## src/rtl/hub75_bcm_scheduler_pkg.sv

```systemverilog
// rtl/hub75_bcm_scheduler_pkg.sv - scan FSM state encoding and framebuffer channel indices
package hub75_pkg;

  typedef enum logic [2:0] {
    ST_IDLE,
    ST_FETCH,
    ST_CLK_LO,
    ST_CLK_HI,
    ST_BLANK,
    ST_LATCH,
    ST_SHOW
  } state_t;

  // channel order inside a packed framebuffer word
  localparam int CH_R0  = 0;
  localparam int CH_G0  = 1;
  localparam int CH_B0  = 2;
  localparam int CH_R1  = 3;
  localparam int CH_G1  = 4;
  localparam int CH_B1  = 5;
  localparam int NUM_CH = 6;

endpackage

```

## src/rtl/hub75_bcm_scheduler_if.sv

```systemverilog
// rtl/hub75_bcm_scheduler_if.sv - framebuffer read port between scheduler and pixel RAM
interface hub75_bcm_scheduler_if #(
  parameter int ADDR_W = 9,
  parameter int DATA_W = 24
);
  logic              fb_rd;
  logic [ADDR_W-1:0] fb_addr;
  logic [DATA_W-1:0] fb_rdata;

  modport master (output fb_rd, output fb_addr, input fb_rdata);
  modport slave  (input fb_rd, input fb_addr, output fb_rdata);
endinterface

```

## src/rtl/hub75_bcm_scheduler_oe_timer.sv

```systemverilog
// rtl/hub75_bcm_scheduler_oe_timer.sv - display-time down-counter, BASE_OE<<plane cycles per load
module hub75_oe_timer #(
  parameter int BASE_OE  = 8,
  parameter int BCM_BITS = 4,
  parameter int PLANE_W  = 2
) (
  input  logic               clk,
  input  logic               rst,
  input  logic               load,
  input  logic [PLANE_W-1:0] plane,
  output logic               done
);
  localparam int CNT_W = $clog2(BASE_OE << (BCM_BITS - 1)) + 1;

  logic [CNT_W-1:0] cnt;
  logic [CNT_W-1:0] load_val;

  // loaded with N-1 so done rises on the N-th cycle after the load
  assign load_val = CNT_W'(BASE_OE << plane) - CNT_W'(1);
  assign done     = (cnt == '0);

  always_ff @(posedge clk or negedge rst) begin
    if (!rst) begin
      cnt <= '0;
    end else if (load) begin
      cnt <= load_val;
    end else if (cnt != '0) begin
      cnt <= cnt - CNT_W'(1);
    end
  end
endmodule

```

## src/rtl/hub75_bcm_scheduler.sv

```systemverilog
// rtl/hub75_bcm_scheduler.sv - HUB75 scan sequencer shifting one BCM bit-plane per row
module hub75_bcm_scheduler
  import hub75_pkg::*;
#(
  parameter int COLS     = 32,
  parameter int ROW_BITS = 4,
  parameter int BCM_BITS = 4,
  parameter int BASE_OE  = 8,
  parameter int CLK_DIV  = 2
) (
  input  logic                clk,
  input  logic                rst,
  input  logic                enable,
  hub75_bcm_scheduler_if.master fb,
  output logic [1:0]          mat_r,
  output logic [1:0]          mat_g,
  output logic [1:0]          mat_b,
  output logic [ROW_BITS-1:0] mat_row,
  output logic                mat_clk,
  output logic                mat_lat,
  output logic                mat_oe,
  output logic                frame_start
);
  localparam int COL_W   = $clog2(COLS);
  localparam int PLANE_W = (BCM_BITS > 1) ? $clog2(BCM_BITS) : 1;
  localparam int DIV_W   = $clog2(CLK_DIV);

  state_t              state, next_state;
  logic [ROW_BITS-1:0] row;
  logic [PLANE_W-1:0]  plane;
  logic [COL_W-1:0]    col;
  logic [DIV_W-1:0]    div_cnt;
  logic [NUM_CH-1:0]   rgb;
  logic                div_last;
  logic                col_last;
  logic                plane_last;
  logic                oe_done;

  assign div_last   = (div_cnt == DIV_W'(CLK_DIV - 1));
  assign col_last   = (col == COL_W'(COLS - 1));
  assign plane_last = (plane == PLANE_W'(BCM_BITS - 1));

  hub75_oe_timer #(
    .BASE_OE  (BASE_OE),
    .BCM_BITS (BCM_BITS),
    .PLANE_W  (PLANE_W)
  ) u_oe_timer (
    .clk   (clk),
    .rst   (rst),
    .load  (state == ST_LATCH),
    .plane (plane),
    .done  (oe_done)
  );

  always_ff @(posedge clk or negedge rst) begin
    if (!rst) begin
      state <= ST_IDLE;
    end else begin
      state <= next_state;
    end
  end

  always_comb begin
    next_state = state;
    case (state)
      ST_IDLE:   if (enable) next_state = ST_FETCH;
      ST_FETCH:  next_state = ST_CLK_LO;
      ST_CLK_LO: if (div_last) next_state = ST_CLK_HI;
      ST_CLK_HI: if (div_last) next_state = col_last ? ST_BLANK : ST_FETCH;
      ST_BLANK:  next_state = ST_LATCH;
      ST_LATCH:  next_state = ST_SHOW;
      ST_SHOW:   if (oe_done) next_state = enable ? ST_FETCH : ST_IDLE;
      default:   next_state = ST_IDLE;
    endcase
  end

  // decoded from state so reset blanks the panel without waiting for an edge
  assign fb.fb_rd     = (state == ST_FETCH);
  assign fb.fb_addr   = {row, col};
  assign mat_clk      = (state == ST_CLK_HI);
  assign mat_lat      = (state == ST_LATCH);
  assign mat_oe       = (state != ST_SHOW);
  assign frame_start  = (state == ST_FETCH) && (row == '0) && (plane == '0) && (col == '0);
  assign mat_r        = {rgb[CH_R0], rgb[CH_R1]};
  assign mat_g        = {rgb[CH_G0], rgb[CH_G1]};
  assign mat_b        = {rgb[CH_B0], rgb[CH_B1]};

  always_ff @(posedge clk or negedge rst) begin
    if (!rst) begin
      row     <= '0;
      plane   <= '0;
      col     <= '0;
      div_cnt <= '0;
      rgb     <= '0;
      mat_row <= '0;
    end else begin
      if ((state == ST_CLK_LO || state == ST_CLK_HI) && !div_last) begin
        div_cnt <= div_cnt + 1'b1;
      end else begin
        div_cnt <= '0;
      end

      // read data is valid during the first low-phase cycle only
      if (state == ST_CLK_LO && div_cnt == '0) begin
        for (int c = 0; c < NUM_CH; c++) begin
          rgb[c] <= fb.fb_rdata[c*BCM_BITS + int'(plane)];
        end
      end

      if (state == ST_CLK_HI && div_last) begin
        col <= col_last ? '0 : col + 1'b1;
      end

      if (state == ST_BLANK && plane == '0) begin
        mat_row <= row;
      end

      if (state == ST_IDLE && enable) begin
        row   <= '0;
        plane <= '0;
        col   <= '0;
      end

      if (state == ST_SHOW && oe_done) begin
        if (!enable) begin
          row   <= '0;
          plane <= '0;
        end else if (plane_last) begin
          plane <= '0;
          row   <= row + 1'b1;
        end else begin
          plane <= plane + 1'b1;
        end
      end
    end
  end
endmodule

```

## src/flat_wrapper.sv

```systemverilog
// flat-port wrapper written by rule: the top's interface ports become plain ports
module hub75_bcm_scheduler_flat import hub75_pkg::*;
#(
  parameter int COLS     = 32,
  parameter int ROW_BITS = 4,
  parameter int BCM_BITS = 4,
  parameter int BASE_OE  = 8,
  parameter int CLK_DIV  = 2
)
  (clk, rst, enable, mat_r, mat_g, mat_b, mat_row, mat_clk, mat_lat, mat_oe, frame_start, fb_fb_rd, fb_fb_addr, fb_fb_rdata);
  hub75_bcm_scheduler_if #(.ADDR_W((ROW_BITS + $clog2(COLS))), .DATA_W((6 * BCM_BITS))) fb_i ();
  input  logic clk;
  input  logic rst;
  input  logic enable;
  output logic [1:0] mat_r;
  output logic [1:0] mat_g;
  output logic [1:0] mat_b;
  output logic [ROW_BITS-1:0] mat_row;
  output logic mat_clk;
  output logic mat_lat;
  output logic mat_oe;
  output logic frame_start;
  output wire logic [$bits(fb_i.fb_rd)-1:0] fb_fb_rd;
  output wire logic [$bits(fb_i.fb_addr)-1:0] fb_fb_addr;
  input wire logic [$bits(fb_i.fb_rdata)-1:0] fb_fb_rdata;
  assign fb_fb_rd = fb_i.fb_rd;
  assign fb_fb_addr = fb_i.fb_addr;
  assign fb_i.fb_rdata = fb_fb_rdata;
  hub75_bcm_scheduler #(.COLS(COLS), .ROW_BITS(ROW_BITS), .BCM_BITS(BCM_BITS), .BASE_OE(BASE_OE), .CLK_DIV(CLK_DIV)) u_core (.clk(clk), .rst(rst), .enable(enable), .fb(fb_i), .mat_r(mat_r), .mat_g(mat_g), .mat_b(mat_b), .mat_row(mat_row), .mat_clk(mat_clk), .mat_lat(mat_lat), .mat_oe(mat_oe), .frame_start(frame_start));
endmodule
```

## config.mk

```make
export PLATFORM = sky130hd
export DESIGN_NAME = hub75_bcm_scheduler_flat
export DESIGN_NICKNAME = d
export VERILOG_FILES = /design/src/rtl/hub75_bcm_scheduler_pkg.sv /design/src/rtl/hub75_bcm_scheduler_if.sv /design/src/rtl/hub75_bcm_scheduler_oe_timer.sv /design/src/rtl/hub75_bcm_scheduler.sv /design/src/flat_wrapper.sv
export SDC_FILE = /design/constraint.sdc
export NUM_CORES = 1
export LEC_CHECK = 0
export CAP_MARGIN = 25
export CELL_PAD_IN_SITES_DETAIL_PLACEMENT = 1
export CELL_PAD_IN_SITES_GLOBAL_PLACEMENT = 1
export CORE_ASPECT_RATIO = 0.5
export CORE_MARGIN = 1
export CORE_UTILIZATION = 37
export DETAILED_ROUTE_END_ITERATION = 8
export GPL_TIMING_DRIVEN = 0
export PLACE_DENSITY = 0.76
export SKIP_CTS_REPAIR_TIMING = 1
export SLEW_MARGIN = 0
export SYNTH_ARGS = -nofsm -noshare
export SYNTH_HDL_FRONTEND = slang
export SYNTH_SLANG_ARGS = --single-unit
```

## constraint.sdc

```tcl
create_clock -name clk -period 1.8 [get_ports clk]
set_input_delay 0.36 -clock clk [delete_from_list [all_inputs] [get_ports clk]]
set_output_delay 0.36 -clock clk [all_outputs]
set_load 0.05 [all_outputs]
```

# Word-level counts from Yosys, hierarchy flattened
# Index checks and enable logic that the tools add are counted.
[op_classes]
n_addsub = 11
multipliers = 0
div_mod_pow = 0
magnitude_cmp = 6
eq_ne = 13
shift = 1
n_mux = 38
bitwise = 1
n_reduce_logical = 21
[ops]
columns = ["cell", "count"]
rows = [
  ["$lt A32 B7 Y1 const B", 5],
  ["$bmux W1 S5", 5],
  ["$pmux W3 S7", 1],
  ["$mux W4", 4],
  ["$mux W3", 5],
  ["$mux W5", 3],
  ["$mux W7", 2],
  ["$mux W1", 13],
  ["$add A5 B2 Y6 const A", 2],
  ["$add A4 B2 Y5 const A", 2],
  ["$eq A3 B3 Y1 const B", 3],
  ["$logic_and A1 B1 Y1", 9],
  ["$mux W2", 4],
  ["$logic_not A7 Y1", 1],
  ["$reduce_bool A7 Y1", 1],
  ["$shl A4 B2 Y7 const A", 1],
  ["$sub A7 B1 Y7 const B", 1],
  ["$sub A7 B2 Y7 const B", 1],
  ["$eq A3 B2 Y1 const B", 2],
  ["$lt A2 B6 Y1 const B", 1],
  ["$ne A2 B1 Y1 const B", 3],
  ["$reduce_bool A2 Y1", 3],
  ["$add A5 B1 Y5 const B", 1],
  ["$eq A5 B5 Y1 const B", 1],
  ["17 further kinds", 17],
]
[totals]
reg_bits = 32
latchBits = 0
ram_bits = 0
romBits = 0
output_inout_bits = 24
elab_cells = 99
n_memories = 0

# Longest topological paths before layout
[logic_depth]
word_depth = 6
ltp_mapped = 7

# Modules after synthesis
# A second synthesis with hierarchy kept.
[unflattened]
hier_cells = 169
hier_area_um2 = 1861.8
[by_module_without_submodules]
columns = ["mod", "instances", "cells_per_inst", "area_per_inst_um2"]
rows = [
  ["hub75_bcm_scheduler", 1, 127, 1461.4],
  ["hub75_oe_timer", 1, 42, 400.4],
]

# Least setup slack after synthesis
# Ideal clock, no wire load.
[synth_path]
path_type = "register -> output"
from = "register u_core.state[1]"
to = "output port frame_start"
arrival_time_ps = 2957
path_slack_ps = -1517
stages_incl_launch_ff = 5
n_path_buf = 1
cell_sequence = "dfrtp_1 buf_4 nor3b_2 nand4_1 nor4_1"
[synth_via]
elab_chain_cells = 4
[synth_lines]
columns = ["item", "line", "source"]
rows = [
  ["start, declared", "hub75_bcm_scheduler.sv:28", "state_t state, next_state;"],
  ["start signal, assigned", "hub75_bcm_scheduler.sv:59", "state <= next_state;"],
  ["$eq A3 B1 Y1", "n/a", ""],
  ["named net fb_fb_rd", "flat_wrapper.sv:23", "output wire logic [$bits(fb_i.fb_rd)-1:0] fb_fb_rd;"],
  ["$logic_and A1 B1 Y1 (3 in series)", "hub75_bcm_scheduler.sv:83", "assign frame_start = (state == ST_FETCH) && (row == '0) && (plane == '0) && (col == '0);"],
  ["end, declared", "flat_wrapper.sv:22", "output logic frame_start;"],
]
# The timed path passes the listed nets, and every way through them passes these cells.

# Worst setup path after layout
[layout_path]
from = "register u_core.plane[0]"
to = "output port frame_start"
[layout_via]
elab_chain_cells = 3
[layout_lines]
columns = ["item", "line", "source"]
rows = [
  ["start, declared", "hub75_bcm_scheduler.sv:30", "logic [PLANE_W-1:0] plane;"],
  ["start signal, assigned", "hub75_bcm_scheduler.sv:132", "plane <= plane + 1'b1;"],
  ["$logic_not A2 Y1", "hub75_bcm_scheduler.sv:83", ""],
  ["$logic_and A1 B1 Y1 (2 in series)", "hub75_bcm_scheduler.sv:83", ""],
]
# Every way passes these cells.

==> results_dict.tcl <==
set metrics [dict create \
    synth-compound-area-share_pct 10.9 \
    violations "negative setup slack" \
    track_usage_pct 19.2 \
    wl_per_cell_um 17.6 \
    clock_sinks 32 \
    drive_gt1_share_pct 29.0 \
    core_area_um2 4950 \
    startpoint_type "register" \
    hp-class "input port to asynchronous set/reset pin" \
    max_slew_margin_pct 34.3 \
    cp.required_ns 1.44 \
    nets 273 \
    firstDrtPassIters 4 \
    die_w_um 104 \
    synth-seq-cells 32 \
    drv_slew 0 \
    drc_errors 0 \
    outcome "finished with violations" \
    p_leak_nw 1.41 \
    worst_slew_pin_slew_ns 0.977 \
    root_buffer "clkbuf_8" \
    synth-adder-area-share_pct 5.89 \
    ir_drop_mv 0.829 \
    crit_path_end_kind "output pin" \
    crit_fanout 9 \
    fin_crit_ns 2.01 \
    synth_cells 168 \
    antenna_found_initial 0 \
    power_switching_mw 1.67 \
    r2r_start "u_core.plane[0]" \
    ys.flop_type "dfrtp_1" \
    synth_edf_count 0 \
    diodes 0 \
    p_clk_share_pct 18.3 \
    die_area_um2 5480 \
    arrival_ns 1.65 \
    syn_avg_cell_area_um2 11.4 \
    combPwrFrac_pct 50.7 \
    wl_um 5410 \
    vias 1601 \
    initial_utilization_pct 38.6 \
    clk_pin_slew_ns 0.07 \
    switching_share_pct 43.1 \
    ys_types 45 \
    ant_nets 0 \
    pwr-share-seq_pct 31.0 \
    grt.overflow.total 0 \
    synth.area.mux_share_pct 14.1 \
    tritoncts "done" \
    powerDensity_nw_per_um2 1380 \
    setup.worst_path.class "register to output pin" \
    grt_pass1_wl_um 7830 \
    cts_buffers 5 \
    post-route-util_pct 56.7 \
    clkLatencyLatePin_ns 0.30 \
    fillerInstances 535 \
    first_global_vias 1521 \
    place.gp.congestion 0.727 \
    max_freq_ghz 0.496 \
    intPower_mw 2.21 \
    synth_top_family_by_area "simple AND/OR/NAND/NOR gates" \
    critPathLaunch "u_core.plane[0]" \
    grt_setup_unrepaired "true" \
    die_h_um 52.8 \
    synthSimpleGateAreaFrac_pct 18.4 \
    yosysWarnings 0 \
    max_cap_viol_count 0 \
    io-pin-count 51 \
    finish.instance_area_um2 2810 \
    synth_xor_area_share_pct 3.20 \
    rows 18 \
    seq_area_frac_synth_pct 41.9 \
    pre_cts_ws_ns -0.816 \
    setup_tns_ns -0.248 \
    setup_viol 2 \
    syn_to_final_growth_pct 46.9 \
    setup_slack_ns -0.214 \
    grt_max_degree 33 \
    min_period_over_period_pct 112 \
    synth_fp_nets 204 \
    post-dp-hpwl_um 3650 \
    placed_area_um2 2520 \
    portBuffers 50 \
    drtIter0Drc 34 \
    htree_levels 2 \
    viasPerCell 5.20 \
    netlist_area_um2 1910 \
    async_flop_share_pct 100 \
    hold_viol_final 0 \
    skew_ns 0.00388 \
    clock_path_buffers 2 \
]
[area by class of cell]
type | instances | area (um^2) | area share (%)
tap | 70 | 87.6 | 3.12
clock inverter | 3 | 42.5 | 1.51
buffer | 7 | 65.1 | 2.32
timing repair buffer | 63 | 644 | 22.9
inverter | 12 | 45.0 | 1.60
sequential | 32 | 805 | 28.6
multi-input combinational | 116 | 1050 | 37.4
clock buffer | 5 | 68.8 | 2.45
[registers in the layout, summed over array words and instances, names as in the netlist]
| name | count |
|---|---|
| u_core.u_oe_timer.cnt | 7 |
| u_core.rgb | 6 |
| u_core.col | 5 |
| u_core.mat_row | 4 |
| u_core.row | 4 |
| u_core.state | 3 |
| u_core.plane | 2 |
| u_core.div_cnt | 1 |
[critical path, stage by stage (launching register included)]
cell	delay, ns
dfrtp_1	0.41
buf_6	0.16
inv_1	0.10
ha_4	0.17
nand2b_1	0.09
nor4_4	0.23
buf_6	0.19
[cells in the mapped netlist, types with 2 or more instances]
library cell	instances	area share (%)
a21oi_1	8	2.1
buf_4	4	1.6
buf_6	2	1.2
dfrtp_1	32	42
ha_1	9	5.9
inv_1	11	2.2
mux2_2	4	2.4
mux2_4	6	4.7
mux4_2	6	7.1
nand2_1	16	3.1
nand3_1	8	2.1
nand3b_1	4	1.6
nor2_1	5	0.98
nor3_1	2	0.52
nor3b_2	2	1.3
nor4_1	3	0.98
o211ai_1	5	2.0
o21ai_0	5	1.3
o22ai_1	2	0.65
o31ai_1	3	1.2
o41ai_2	2	1.7
xnor2_1	4	1.8
xor2_1	3	1.4
[kinds of logic (layout without fill, tap and decap cells)]
family / count (synthesis) / after routing
simple gates: 54 / 54
flops: 32 / 32
compound gates: 30 / 30
buf+inv: 20 / 90
mux: 16 / 16
fa+ha+maj: 9 / 9
xor+xnor: 7 / 7
[power by group through the flow]
| stage | Clock, mW | Sequential [mW] | Combinational, mW |
|---|---|---|---|
| global placement | 0 | 1.19 | 1.85 |
| floorplan | 0 | 1.55 | 0.976 |
| detailed placement | 0 | 1.20 | 1.89 |
| global route | 0.756 | 1.24 | 2.10 |
| finish | 0.711 | 1.20 | 1.97 |
| CTS | 0.715 | 1.19 | 1.91 |
[routing by layer]
metal	global-route usage, %	part of all wire (%)	up-vias
li1	-	-	748
met1	25.3	47	815
met2	32.4	49	29
met3	3.85	2.4	9
met4	6.43	1.1	0
met5	0	0	-
[cells in the final DEF, fill, tap and decap left out, types with 2 or more instances in the layout]
cell type and n:
ha_4 2, inv_1 9, nor3_1 2, nand2_1 16
mux2_2 4, dfrtp_2 3, nand3b_1 4, dlymetal6s2s_1 20
buf_2 2, mux2_4 6, xor2_1 3, o21ai_0 5
buf_4 15, nand3_1 8, inv_2 3, nor2_1 5
buf_6 7, nor4_1 2, o41ai_2 2, ha_1 7
a21oi_1 8, dfrtp_1 29, xnor2_1 4, mux4_2 6
clkbuf_8 5, o22ai_1 2, o31ai_1 3, nor3b_4 2
o211ai_1 5, clkdlybuf4s50_1 25
[final timing paths]
kind,to,slack (ns),cells after the start
min in group clk,u_core.mat_row[1],0.51,1
min reg2reg,u_core.mat_row[1],0.51,1
max reg2reg,u_core.mat_row[2],0.04,6
max in group asynchronous,u_core.col[1],1.14,1
max,frame_start,-0.21,6
min,u_core.rgb[4],0.13,1
[through the flow]
step | total power, mW | hold slack (ns) | instances
floorplan | 2.53 | 0.0644 | 168
finish | 3.88 | 0.129 | 308
global placement | 3.04 | 0.490 | 288
CTS | 3.82 | 0.154 | 296
global route | 4.10 | 0.172 | 308
detailed placement | 3.10 | 0.470 | 288
(Power assumes the default switching activity.)
